File: src/rtl/uart_rx_sample_ctrl.sv
// uart_rx_sample_ctrl: receive-side sequencer for an oversampled UART line.
// Synchronises rx_in and finds the start bit. Samples every bit at mid-bit
// and drives the shift strobe for the receive shift register. Checks the stop
// bit, then reports either a good character or a framing error.
module uart_rx_sample_ctrl #(
    parameter int OVERSAMPLE = 16,  // clk cycles per bit; even, >= 4
    parameter int DATA_BITS  = 8    // data bits per character, LSB first, 1..16
) (
    input  logic                 clk,
    input  logic                 rst,        // asynchronous, active-low
    input  logic                 enable,
    input  logic                 rx_in,
    output logic                 sample_en,
    output logic                 sr_shift,
    output logic [DATA_BITS-1:0] rx_data,
    output logic                 char_ready,
    output logic                 frame_err,
    output logic                 busy
);

    localparam int SW = $clog2(OVERSAMPLE);
    localparam int BW = $clog2(DATA_BITS + 1);

    // Start-bit centre: counted from the first low sample.
    localparam logic [SW-1:0] HALF_LAST = SW'(OVERSAMPLE / 2 - 1);
    // One full bit period between consecutive mid-bit samples.
    localparam logic [SW-1:0] BIT_LAST  = SW'(OVERSAMPLE - 1);
    localparam logic [BW-1:0] BITS_LAST = BW'(DATA_BITS - 1);
    localparam logic [BW-1:0] BITS_MAX  = BW'(DATA_BITS);

    typedef enum logic [1:0] {
        IDLE  = 2'd0,
        START = 2'd1,
        DATA  = 2'd2,
        STOP  = 2'd3
    } state_t;

    state_t               state;
    logic [SW-1:0]        samp_cnt;
    logic [BW-1:0]        bit_cnt;
    logic [DATA_BITS-1:0] shreg;
    logic                 rx_meta;
    logic                 rx_s;

    // Two-flop synchroniser for the asynchronous line; it resets to the idle
    // level, so a reset never looks like a start bit. It keeps running while
    // the receiver is disabled.
    always_ff @(posedge clk or negedge rst) begin
        if (!rst) begin
            rx_meta <= 1'b1;
            rx_s    <= 1'b1;
        end else begin
            // NOTE: non-blocking assignments make both flops sample
            // simultaneously; with blocking assignments rx_in would pass
            // straight through to rx_s in one cycle.
            rx_meta <= rx_in;
            rx_s    <= rx_meta;
        end
    end

    // Frame sequencer. All outputs are registered: the strobes pulse for one
    // cycle, and busy/sample_en follow the state one cycle later.
    always_ff @(posedge clk or negedge rst) begin
        if (!rst) begin
            state      <= IDLE;
            samp_cnt   <= '0;
            bit_cnt    <= '0;
            shreg      <= '0;
            rx_data    <= '0;
            sample_en  <= 1'b0;
            sr_shift   <= 1'b0;
            char_ready <= 1'b0;
            frame_err  <= 1'b0;
            busy       <= 1'b0;
        end else begin
            // Strobes default low; only the sampling branches raise them.
            sr_shift   <= 1'b0;
            char_ready <= 1'b0;
            frame_err  <= 1'b0;
            busy       <= (state != IDLE);
            sample_en  <= (state != IDLE);

            if (!enable) begin
                // Drop any partial character. rx_data keeps its last good value.
                state    <= IDLE;
                samp_cnt <= '0;
                bit_cnt  <= '0;
            end else begin
                unique case (state)
                    IDLE: begin
                        if (!rx_s) begin
                            state    <= START;
                            samp_cnt <= '0;
                            bit_cnt  <= '0;
                        end
                    end

                    START: begin
                        if (samp_cnt == HALF_LAST) begin
                            // Low at the centre confirms the start bit.
                            // High means a glitch; drop back silently.
                            state    <= rx_s ? IDLE : DATA;
                            samp_cnt <= '0;
                            bit_cnt  <= '0;
                        end else begin
                            samp_cnt <= samp_cnt + SW'(1);
                        end
                    end

                    DATA: begin
                        if (samp_cnt == BIT_LAST) begin
                            // LSB arrives first, so new bits enter at the top.
                            shreg    <= DATA_BITS'({rx_s, shreg} >> 1);
                            sr_shift <= 1'b1;
                            samp_cnt <= '0;
                            if (bit_cnt == BITS_LAST) begin
                                state   <= STOP;
                                bit_cnt <= '0;
                            end else if (bit_cnt != BITS_MAX) begin
                                bit_cnt <= bit_cnt + BW'(1);
                            end
                        end else begin
                            samp_cnt <= samp_cnt + SW'(1);
                        end
                    end

                    STOP: begin
                        if (samp_cnt == BIT_LAST) begin
                            if (rx_s) begin
                                rx_data    <= shreg;
                                char_ready <= 1'b1;
                            end else begin
                                frame_err  <= 1'b1;
                            end
                            state    <= IDLE;
                            samp_cnt <= '0;
                            bit_cnt  <= '0;
                        end else begin
                            samp_cnt <= samp_cnt + SW'(1);
                        end
                    end

                    default: begin
                        state    <= IDLE;
                        samp_cnt <= '0;
                        bit_cnt  <= '0;
                    end
                endcase
            end
        end
    end

endmodule

File: config.mk
export PLATFORM = sky130hd
export DESIGN_NAME = uart_rx_sample_ctrl
export DESIGN_NICKNAME = d
export VERILOG_FILES = /design/src/rtl/uart_rx_sample_ctrl.sv
export SDC_FILE = /design/constraint.sdc
export NUM_CORES = 1
export LEC_CHECK = 0
export CAP_MARGIN = 20
export CORE_UTILIZATION = 40
export CTS_CLUSTER_SIZE = 40
export DETAILED_ROUTE_END_ITERATION = 10
export PLACE_DENSITY = 0.7
export SLEW_MARGIN = 40
export SYNTH_ARGS = -nofsm -noshare
export SYNTH_HDL_FRONTEND = slang
export SYNTH_SLANG_ARGS = --single-unit
File: constraint.sdc
create_clock -name clk -period 3.4 [get_ports clk]
set_input_delay 0.68 -clock clk [delete_from_list [all_inputs] [get_ports clk]]
set_output_delay 0.68 -clock clk [all_outputs]
set_load 0.02 [all_outputs]
# Yosys cells after proc, flatten, opt, wreduce, memory -nomap -nowiden
# Cells that the tools add are included.
classes:
  mux: 31
  reduce_logical: 7
  order_cmp: 0
  n_eq_ne: 13
  n_div: 0
  shifts: 0
  n_addsub: 2
  bitwise: 0
  multipliers: 0
ops:
  columns: ["operator", "count"]
  rows:
  - ["$mux W4", 10]
  - ["$pmux W4 S4", 1]
  - ["$ne A3 B3 Y1 const B", 5]
  - ["$mux W2", 7]
  - ["$pmux W4 S3", 1]
  - ["$mux W1", 11]
  - ["$reduce_and A5 Y1", 2]
  - ["$add A4 B1 Y4 const B", 2]
  - ["$eq A4 B3 Y1 const B", 2]
  - ["$ne A4 B4 Y1 const B", 2]
  - ["$pmux W2 S4", 1]
  - ["$eq A2 B2 Y1 const B", 2]
  - ["$eq A4 B4 Y1 const B", 1]
  - ["$reduce_and A4 Y1", 1]
  - ["$reduce_and A3 Y1", 1]
  - ["$eq A2 B1 Y1 const B", 1]
  - ["$logic_not A2 Y1", 1]
  - ["$reduce_bool A2 Y1", 1]
  - ["$reduce_or A2 Y1", 1]
totals:
  reg_bits: 32
  memories: 0
  word_cells: 64
  latch_bits: 0
  ram_bits: 0
  mem_bits_ro: 0
  input_bits: 4

# Logic depth before layout (Yosys ltp)
# Gate-level depths: netlist of run 1.
logic_depth:
  ltp_word: 6
  mapped_depth: 5
  mapped_depth_nobuf: 5

# Worst setup path after synthesis of run 1
# Ideal clock, no wire load.
synth_path:
  kind: "reg-to-reg"
  from: "register samp_cnt[0]"
  to: "register rx_data[0]"
  path_stages_with_launch: 6
  period_less_slack_ns: 1.674
  arrival_ns: 1.549
  slack_ns: 1.726
  setup_ns: 0.125
  required_time_ns: 3.275
  cell_sequence: "dfrtp_1 -> ha_1 -> nand4_2 -> or3_1 -> buf_6 -> mux2_4"
synth_via:
  elab_chain_len: 2
synth_lines:
  columns: ["element", "line", "source"]
  rows:
  - ["start, declared", "39", "logic [SW-1:0] samp_cnt;"]
  - ["start signal, assigned", "106", "samp_cnt <= samp_cnt + SW'(1);"]
  - ["start signal, assigned", "123", "samp_cnt <= samp_cnt + SW'(1);"]
  - ["start signal, assigned", "139", "samp_cnt <= samp_cnt + SW'(1);"]
  - ["$eq A4 B4 Y1", "128", "if (samp_cnt == BIT_LAST) begin"]
  - ["$reduce_and A4 Y1 (no source line)", null, null]
  - ["end signal, assigned", "130", "rx_data <= shreg;"]
  - ["end, declared", "15", "output logic [DATA_BITS-1:0] rx_data,"]
# No other way between the ends.
# A chain may end at the register's enable or synchronous reset.

# Worst setup path after layout of run 1
layout_path:
  from: "input enable"
  to: "register rx_data[7]"
layout_via:
  elab_chain_len: 1
layout_lines:
  columns: ["element", "line", "source"]
  rows:
  - ["start, declared", "11", "input logic enable,"]
  - ["$reduce_and A4 Y1 (no source line)", null, null]
# No other way between the ends.

==> results of run 1 <==
-- sequential cells by signal, summed over array words and instances (netlist names) --
name        cells
bit_cnt         4
busy            1
char_ready      1
frame_err       1
rx_data         8
rx_meta         1
rx_s            1
samp_cnt        4
shreg           8
sr_shift        1
state           2
-- per-layer routing --
metal | up-vias | global-route usage | part of all wire
li1 | 446 | - | -
met1 | 451 | 0.181 | 0.43
met2 | 26 | 0.235 | 0.48
met3 | 14 | 0.0478 | 0.048
met4 | 0 | 0.110 | 0.038
met5 | - | 0 | 0
-- logic make-up after synthesis --
group / Yosys count / share of synthesized area
AO/OA/AOI/OAI: 17 / 0.0836
XOR/XNOR: 3 / 0.0181
buffers and inverters: 14 / 0.0517
multiplexers: 18 / 0.159
adder cells (fa/ha/maj): 3 / 0.0259
AND/OR/NAND/NOR: 29 / 0.108
flip-flops: 32 / 0.553
-- cell usage in the layout (no fill, tap or decap), types with 2 or more instances in the layout --
master           count
nand2_1              3
clkbuf_4             5
dfrtp_1             30
and3_1               2
nor2_1               9
a21oi_1              3
xnor2_1              2
dfstp_2              2
mux2_2               9
o2111ai_1            2
clkdlybuf4s50_1     16
ha_1                 3
or2_2                2
nand3_1              4
mux2_4               8
a31oi_1              4
inv_1                9
a21boi_0             2
-- path summary, 6_finish.rpt --
kind | from | end | slack (ns)
worst max register to register | samp_cnt[0] | rx_data[7] | 1.38
worst min-delay path | rx_meta | rx_s | 0.36
worst max-delay path | enable | rx_data[7] | 1.13
max in group asynchronous | rst | rx_meta | 2.34
worst min register to register | rx_meta | rx_s | 0.36
min in group asynchronous | rst | shreg[2] | 0.74
-- cell type report --
| cell class | instances | area share |
|---|---|---|
| flip-flops and latches | 32 | 0.469 |
| well taps | 46 | 0.0336 |
| repair buffers | 17 | 0.0980 |
| clock buffers | 6 | 0.0241 |
| clock inverters | 2 | 0.0205 |
| inverters | 9 | 0.0197 |
| multi-input cells | 70 | 0.335 |
-- metrics by stage --
stage | std cells | util | worst slack, ns | cell area (um2)
floorplan | 116 | - | 1.73 | 1450
global placement | 174 | 0.479 | 0.841 | 1640
detailed placement | 174 | 0.479 | 0.807 | 1640
CTS | 182 | 0.501 | 1.17 | 1710
global route | 182 | 0.501 | 1.05 | 1710
finish | 182 | 0.501 | 1.13 | 1710
-- worst register-to-register path, delay by kind of cell (launching register included) --
kind,cells,cell delay [ns]
and+or+nand+nor,2,0.82
DFF,1,0.41
muxes,1,0.38
adders and majority gates,1,0.30
-- power by group through the flow --
stage	logic [mW]	registers, mW	clock network [mW]
6_report	0.0888	0.417	0.277
2_1_floorplan	0.0656	0.420	0
4_1_cts	0.0893	0.417	0.285
3_5_place_dp	0.0892	0.425	0
3_3_place_gp	0.0863	0.423	0
5_1_grt	0.0975	0.422	0.307
==> metrics, run 1 <==
status=finished, final reports clean; Worst slew margin=0.654; clock-pin slew on the worst setup and hold paths=0.09 ns; critical path fanouts, max=13; CP Depth=4; Buf/Inv on CP=1; Chip Width=62.2 um; critical path's largest stage delay=0.73 ns; Sink Count=32; total power=783 uW; nets=142; vias after detailed routing=937; storage element area=803 um2; H-Tree Level Count=2; Worst R2R Path Depth=4; synth top area cells=dfrtp_1 (52%), mux2_4 (8.3%), mux2_2 (7.0%), dfstp_2 (3.6%), ha_1 (2.6%); Worst EP required=3.61 ns; cts hold-fix bufs=0; final hold violations=0; top_reg_cell synth=dfrtp_1; setup bufs post-CTS=0; post-synthesis sequential area ratio=0.553; Flop pwr share=0.533; Pins Over Slew Limit=0; final setup vio count=0; P_leak=0.819 nW; Skew-Pair Late Insertion Delay=0.33 ns; worst-margin pin slew=0.519 ns; Fin Setup TNS=0 ns; GRT Total Usage=0.153; Hold Path Depth=0; pin count of the biggest net entering global routing=33; post_cts resized=0; crit path DAT=2.48 ns; Max VDD drop=0.228 mV; GRT Residual Overflow=0; ratio of final minimum period to clock period=0.667; Yosys reg bits=32; post-synth top area share=0.517; count leader, synth=dfrtp_1; max frequency=0.441 GHz; Antenna Cells=0; Post-Syn Area per Cell=12.5 um2; asr flop ratio synth=1.00; ANT nets after route=0; WL/cell=13.8 um; Gate power share=0.113; TritonCTS clock tree=built; DR DRC count=0; row cnt=21; routability-driven placement congestion ratio=0.868; worst hold path type=reg2reg; die area=0.00387 mm2; Synth area leader=dfrtp_1; CP cell instances=clkdlybuf4s50_1 -> nand2_1 -> or3_1 -> mux2_4; synth cell count leaders=dfrtp_1 (30), inv_1 (9), mux2_2 (9), nor2_1 (9), mux2_4 (8); Worst setup SP type=input pin; clk_skew=0.0109 ns; EDFF count, synth=0; clock root buffer master=clkbuf_4; Clock Path Buffers=2; port bufs=16; RSZ-0062 raised after global routing=false; vias in the first global route=1015; fraction of layout cells with a size suffix above 1=0.243; critical path type=in2reg; Syn Nets=123; Area Growth Syn to Fin=17.9%; Die Y=62.2 um; PwrDens=457 mW/mm2; starting density of the core=0.425; post-detailed-routing wire length=2520 um; dpl hpwl=1800 um; clock network fraction of total power=0.354; area of the multi-input gates=573 um2; Synth Warn #=0; P_sw=194 uW; clock period minus worst slack=2.27 ns; antenna violations before repair=0; CTS Buf Count=5; post-synth design cell area=0.00145 mm2; Fill cells=309; Int Pwr=589 uW; Netlist cell types=36; Core Area=0.00342 mm2; first-pass GRT wire length=4570 um; CP delay by family, top=buffers and inverters; max-cap violations=0; Mapped Cells=116; vias per inst=5.15; First-pass DRT Iterations=4; Sw Share=0.248; CP endpoint kind=register; Crit-path slowest cell=clkdlybuf4s50_1; worst hold margin=0.361 ns; initial DRC count=24; # IOs=17
No activity file was read; power rests on OpenSTA's default activity.
==> inputs of run 2 (changes only) <==
==> constraint.sdc (replaced) <==
create_clock -name clk -period 2.25 [get_ports clk]
set_input_delay 0.45 -clock clk [delete_from_list [all_inputs] [get_ports clk]]
set_output_delay 0.45 -clock clk [all_outputs]
set_load 0.02 [all_outputs]
==> metrics, run 2 (synthesis results as in run 1) <==
Antenna Cells=0 (unchanged); worst-margin pin slew=0.513 ns (-0.00553 ns); status=finished, final reports clean; Chip Width=62.2 um (unchanged); max-cap violations=0 (unchanged); cts hold-fix bufs=0 (unchanged); first-pass GRT wire length=4710 um (+3.0%); Fill cells=305 (-1.3%); reg-to-reg slack, setup=0.27 ns (-1.11 ns); port bufs=16 (unchanged); Int Pwr=890 uW (+51%); clock-pin slew on the worst setup and hold paths=0.10 ns (about the same); Pins Over Slew Limit=0 (unchanged); Worst slew margin=0.658 (+0.00368); Hold Path Depth=0 (unchanged); post_cts resized=0 (unchanged); Core Area=0.00342 mm2 (unchanged); ratio of final minimum period to clock period=0.880; Die Y=62.2 um (unchanged); setup bufs post-CTS=0 (unchanged); Gate power share=0.115 (+0.002); Flop pwr share=0.525 (-0.008); First-pass DRT Iterations=4 (unchanged); CTS Buf Count=5 (unchanged); row cnt=21 (unchanged); GRT Total Usage=0.158 (+0.00467); CP endpoint kind=register; commonest cells after routing, fill and taps aside=dfrtp_1 (30), clkdlybuf4s50_1 (16), inv_1 (9), nor2_1 (9), mux2_2 (9); routability-driven placement congestion ratio=0.898 (+3.4%); clk_skew=0.0118 ns (+0.000866 ns); initial DRC count=18 (-25%); vias after detailed routing=938 (+0.11%); met2 WL=1280 um (+5.7%); GRT Residual Overflow=0 (unchanged); worst hold path type=reg2reg; ANT nets after route=0 (unchanged); Met3 Wirelength=127 um (+4.1%); PwrDens=695 mW/mm2 (+52%); fraction of layout cells with a size suffix above 1=0.261 (+0.0182); final hold violations=0 (unchanged); dpl hpwl=1770 um (-1.7%); r2r startpoint=samp_cnt[0]; crit path DAT=2.20 ns (-0.28 ns); Max VDD drop=0.248 mV (+8.7%); critical path type=reg2reg; Largest regs=rx_data (8), shreg (8); Clock Path Buffers=2 (unchanged); Worst EP required=2.47 ns (-1.14 ns); vias per inst=5.10 (-0.98%); RSZ-0062 raised after global routing=false; most common cell after layout, fill and taps aside=dfrtp_1; die area=0.00387 mm2 (unchanged); wl on met1=1090 um (+0.83%); Fin Setup TNS=0 ns (unchanged); Hold Path Sink=rx_s; DR DRC count=0 (unchanged); clock network fraction of total power=0.360 (+0.006); total power=1.20 mW (+54%); critical path fanouts, max=9 (-4); P_sw=313 uW (+61%); TritonCTS clock tree=built; Sink Count=32 (unchanged); Area Growth Syn to Fin=19.2%; worst hold margin=0.362 ns (+0.00149 ns); H-Tree Level Count=2 (unchanged); clock period minus worst slack=1.98 ns; max layer used=met4; Worst R2R Path Depth=4 (unchanged); final setup vio count=0 (unchanged); vias in the first global route=1067 (+5.1%); WL/cell=14.0 um (+1.1%); nets=144 (+1.4%); clock root buffer master=clkbuf_4; post-detailed-routing wire length=2570 um (+2.2%); P_leak=0.828 nW (+1.1%); antenna violations before repair=0 (unchanged); dpl ws=0.0644 ns (-0.742 ns); max frequency=0.505 GHz; Skew-Pair Late Insertion Delay=0.34 ns (about the same); reg2reg end=rx_data[6]; Setup WS post-layout=0.269 ns (-0.862 ns); Worst Hold Launch=rx_meta; Worst setup SP type=register; Sw Share=0.260 (+0.0120); starting density of the core=0.425 (unchanged); pin count of the biggest net entering global routing=33 (unchanged); # IOs=17 (unchanged)
==> run 2: layer usage <==
layer | vias to the layer above | global-route usage
met5 | - | 0
met4 | 0 | 0.108
met3 | 8 | 0.0423
met2 | 29 | 0.262
met1 | 451 | 0.176
li1 | 450 | -
==> run 2: how the worst max path moves through the flow <==
stage | start | to | slack [ns] | cells after the start
2_1_floorplan | samp_cnt[0] | rx_data[0] | 0.58 | 5
3_3_place_gp | enable | rx_data[5] | 0.11 | 4
3_5_place_dp | enable | rx_data[1] | 0.06 | 4
4_1_cts | samp_cnt[0] | rx_data[1] | 0.26 | 4
5_1_grt | samp_cnt[0] | rx_data[6] | 0.15 | 4
6_report | samp_cnt[0] | rx_data[6] | 0.27 | 4
==> run 2: worst max-delay path: stages, from the launching register on <==
cell and delay, ns:
dfrtp_1 0.41, ha_1 0.29, nand4_2 0.18, or3_1 0.62, mux2_4 0.37
==> run 2: power groups by stage <==
stage | logic [mW] | clock network [mW] | registers [mW]
floorplan | 0.0992 | 0 | 0.634
global placement | 0.131 | 0 | 0.639
detailed placement | 0.137 | 0 | 0.641
CTS | 0.139 | 0.441 | 0.630
global route | 0.152 | 0.468 | 0.636
finish | 0.139 | 0.433 | 0.631
==> run 2: cell type report <==
type	instances	area, um2	share of cell area
inverter	9	33.8	0.0195
tap	46	57.6	0.0333
timing repair buffer	19	183	0.106
clock buffer	5	37.5	0.0217
sequential	32	803	0.464
multi-input combinational	70	573	0.331
clock inverter	3	42.5	0.0246
==> run 2: through the flow <==
stage / instances / instance area [um2] / util
global route: 184 / 1730 / 0.507
detailed placement: 176 / 1650 / 0.483
finish: 184 / 1730 / 0.507
CTS: 184 / 1730 / 0.507
global placement: 176 / 1650 / 0.483
floorplan: 116 / 1450 / -
==> inputs of run 3 (changes only) <==
==> constraint.sdc (replaced) <==
create_clock -name clk -period 2.34 [get_ports clk]
set_input_delay 0.468 -clock clk [delete_from_list [all_inputs] [get_ports clk]]
set_output_delay 0.468 -clock clk [all_outputs]
set_load 0.02 [all_outputs]
==> metrics, run 3 (synthesis results as in run 1) <==
H-Tree Level Count=2 (unchanged); vias per inst=5.17 (+1.4%); nets=145 (+0.69%); commonest cells after routing, fill and taps aside=dfrtp_1 (30), clkdlybuf4s50_1 (16), inv_1 (9), nor2_1 (9), mux2_2 (9); Pins Over Slew Limit=0 (unchanged); Hold Path Depth=0 (unchanged); Worst EP required=2.57 ns (+0.10 ns); antenna violations before repair=0 (unchanged); post_cts resized=0 (unchanged); post-detailed-routing wire length=2550 um (-0.74%); vias in the first global route=1043 (-2.2%); row cnt=21 (unchanged); Max VDD drop=0.313 mV (+26%); Sw Share=0.254 (-0.00617); Worst setup SP type=register; area of the multi-input gates=573 um2 (unchanged); critical path's largest stage delay=0.62 ns (about the same); GRT Total Usage=0.164 (+0.00614); Clock Path Buffers=2 (unchanged); initial DRC count=19 (+1); fraction of layout cells with a size suffix above 1=0.259 (-0.00188); Flop pwr share=0.528 (+0.003); clock root buffer master=clkbuf_4; Die Y=62.2 um (unchanged); CTS Buf Count=5 (unchanged); First-pass DRT Iterations=4 (unchanged); Placed Cells incl. Taps=177 (+0.57%); clock network fraction of total power=0.356 (-0.004); PwrDens=663 mW/mm2 (-4.6%); P_leak=0.833 nW (+0.63%); Antenna Cells=0 (unchanged); RSZ-0062 raised after global routing=false; placed cell area=0.00166 mm2 (+0.46%); GRT Residual Overflow=0 (unchanged); final core utilization=0.508 (+0.00110); ANT nets after route=0 (unchanged); r2r startpoint=samp_cnt[0]; dpl ws=0.169 ns (+0.105 ns); status=finished, final reports clean; first-pass GRT wire length=4850 um (+2.9%); port bufs=16 (unchanged); max frequency=0.504 GHz (-0.14%); reg2reg end=rx_data[6]; storage element area=803 um2 (unchanged); setup bufs post-CTS=0 (unchanged); vias after detailed routing=956 (+1.9%); Int Pwr=858 uW (-3.6%); Area Growth Syn to Fin=19.5%; Gate power share=0.116 (about the same); # IOs=17 (unchanged); clock-pin slew on the worst setup and hold paths=0.10 ns (about the same); die area=0.00387 mm2 (unchanged); Core Area=0.00342 mm2 (unchanged); critical path fanouts, max=9 (unchanged); P_sw=292 uW (-6.7%); crit path DAT=2.21 ns (about the same); starting density of the core=0.425 (unchanged); routability-driven placement congestion ratio=0.883 (-1.7%); dpl hpwl=1790 um (+1.1%); worst-margin pin slew=0.512 ns (-0.000840 ns); Hold Path Sink=rx_s; clk_skew=0.0148 ns (+0.00298 ns); reg-to-reg slack, setup=0.36 ns (+0.09 ns); Fin Setup TNS=0 ns (unchanged); max-cap violations=0 (unchanged); Chip Width=62.2 um (unchanged); Worst R2R Path Depth=4 (unchanged); Crit-path slowest cell=or3_1; total power=1.15 mW (-4.4%); Skew-Pair Late Insertion Delay=0.34 ns (about the same); CP endpoint kind=register; final hold violations=0 (unchanged); fin area=0.00173 mm2 (+0.22%); TritonCTS clock tree=built; Largest regs=rx_data (8), shreg (8); Worst slew margin=0.659 (about the same); WL/cell=13.8 um (-1.3%); Fill cells=309 (+1.3%); fin cells=185 (+0.54%); cts hold-fix bufs=0 (unchanged); clock period minus worst slack=1.98 ns (+0.00279 ns); ratio of final minimum period to clock period=0.848 (-0.0327); CP cell instances=ha_1 -> nand4_2 -> or3_1 -> mux2_4; DR DRC count=0 (unchanged); Worst Hold Launch=rx_meta; Setup WS post-layout=0.356 ns (+0.0872 ns); critical path type=reg2reg; final setup vio count=0 (unchanged); pin count of the biggest net entering global routing=33 (unchanged); most common cell after layout, fill and taps aside=dfrtp_1; Sink Count=32 (unchanged); worst hold margin=0.358 ns (-0.00371 ns); worst hold path type=reg2reg
[run 3: changes by cell type in the layout (fill, tap and decap cells not counted)]
cell	change
clkbuf_1	+1
clkinvlp_4	-1
buf_4	+1
[run 3: worst max-delay path by stage]
stage               cells past startpoint          to  slack (ns)   startpoint
global route                            4  rx_data[2]        0.24  samp_cnt[0]
detailed placement                      4  rx_data[3]        0.17       enable
floorplan                               5  rx_data[0]        0.67  samp_cnt[0]
global placement                        4  rx_data[4]        0.20       enable
finish                                  4  rx_data[6]        0.36  samp_cnt[0]
CTS                                     4  rx_data[3]        0.35  samp_cnt[0]
[run 3: area by class of cell]
cell class,instances,share of cell area
clock inverter,2,0.0202
inverter,9,0.0195
clock buffer,6,0.0238
timing repair buffer,20,0.110
tap,46,0.0332
multi-input combinational,70,0.330
sequential,32,0.463
[run 3: layer usage]
metal / routed length, um / vias to the layer above / track usage
met5: 0 / - / 0
met2: 1230 / 35 / 0.239
met4: 51 / 0 / 0.0930
met3: 135 / 6 / 0.0515
met1: 1140 / 466 / 0.215
li1: - / 449 / -
[run 3: power by group through the flow]
stage / Clock (mW) / Sequential, mW / Combinational (mW)
3_3_place_gp: 0 / 0.615 / 0.128
3_5_place_dp: 0 / 0.617 / 0.133
6_report: 0.410 / 0.607 / 0.133
4_1_cts: 0.422 / 0.606 / 0.134
2_1_floorplan: 0 / 0.610 / 0.0954
5_1_grt: 0.458 / 0.611 / 0.150
[run 3: worst max-delay path: cells and delay by family (launching register included)]
| family | cells | cell delay (ns) |
|---|---|---|
| simple gates | 2 | 0.81 |
| mux | 1 | 0.38 |
| fa+ha+maj | 1 | 0.29 |
| flops | 1 | 0.40 |
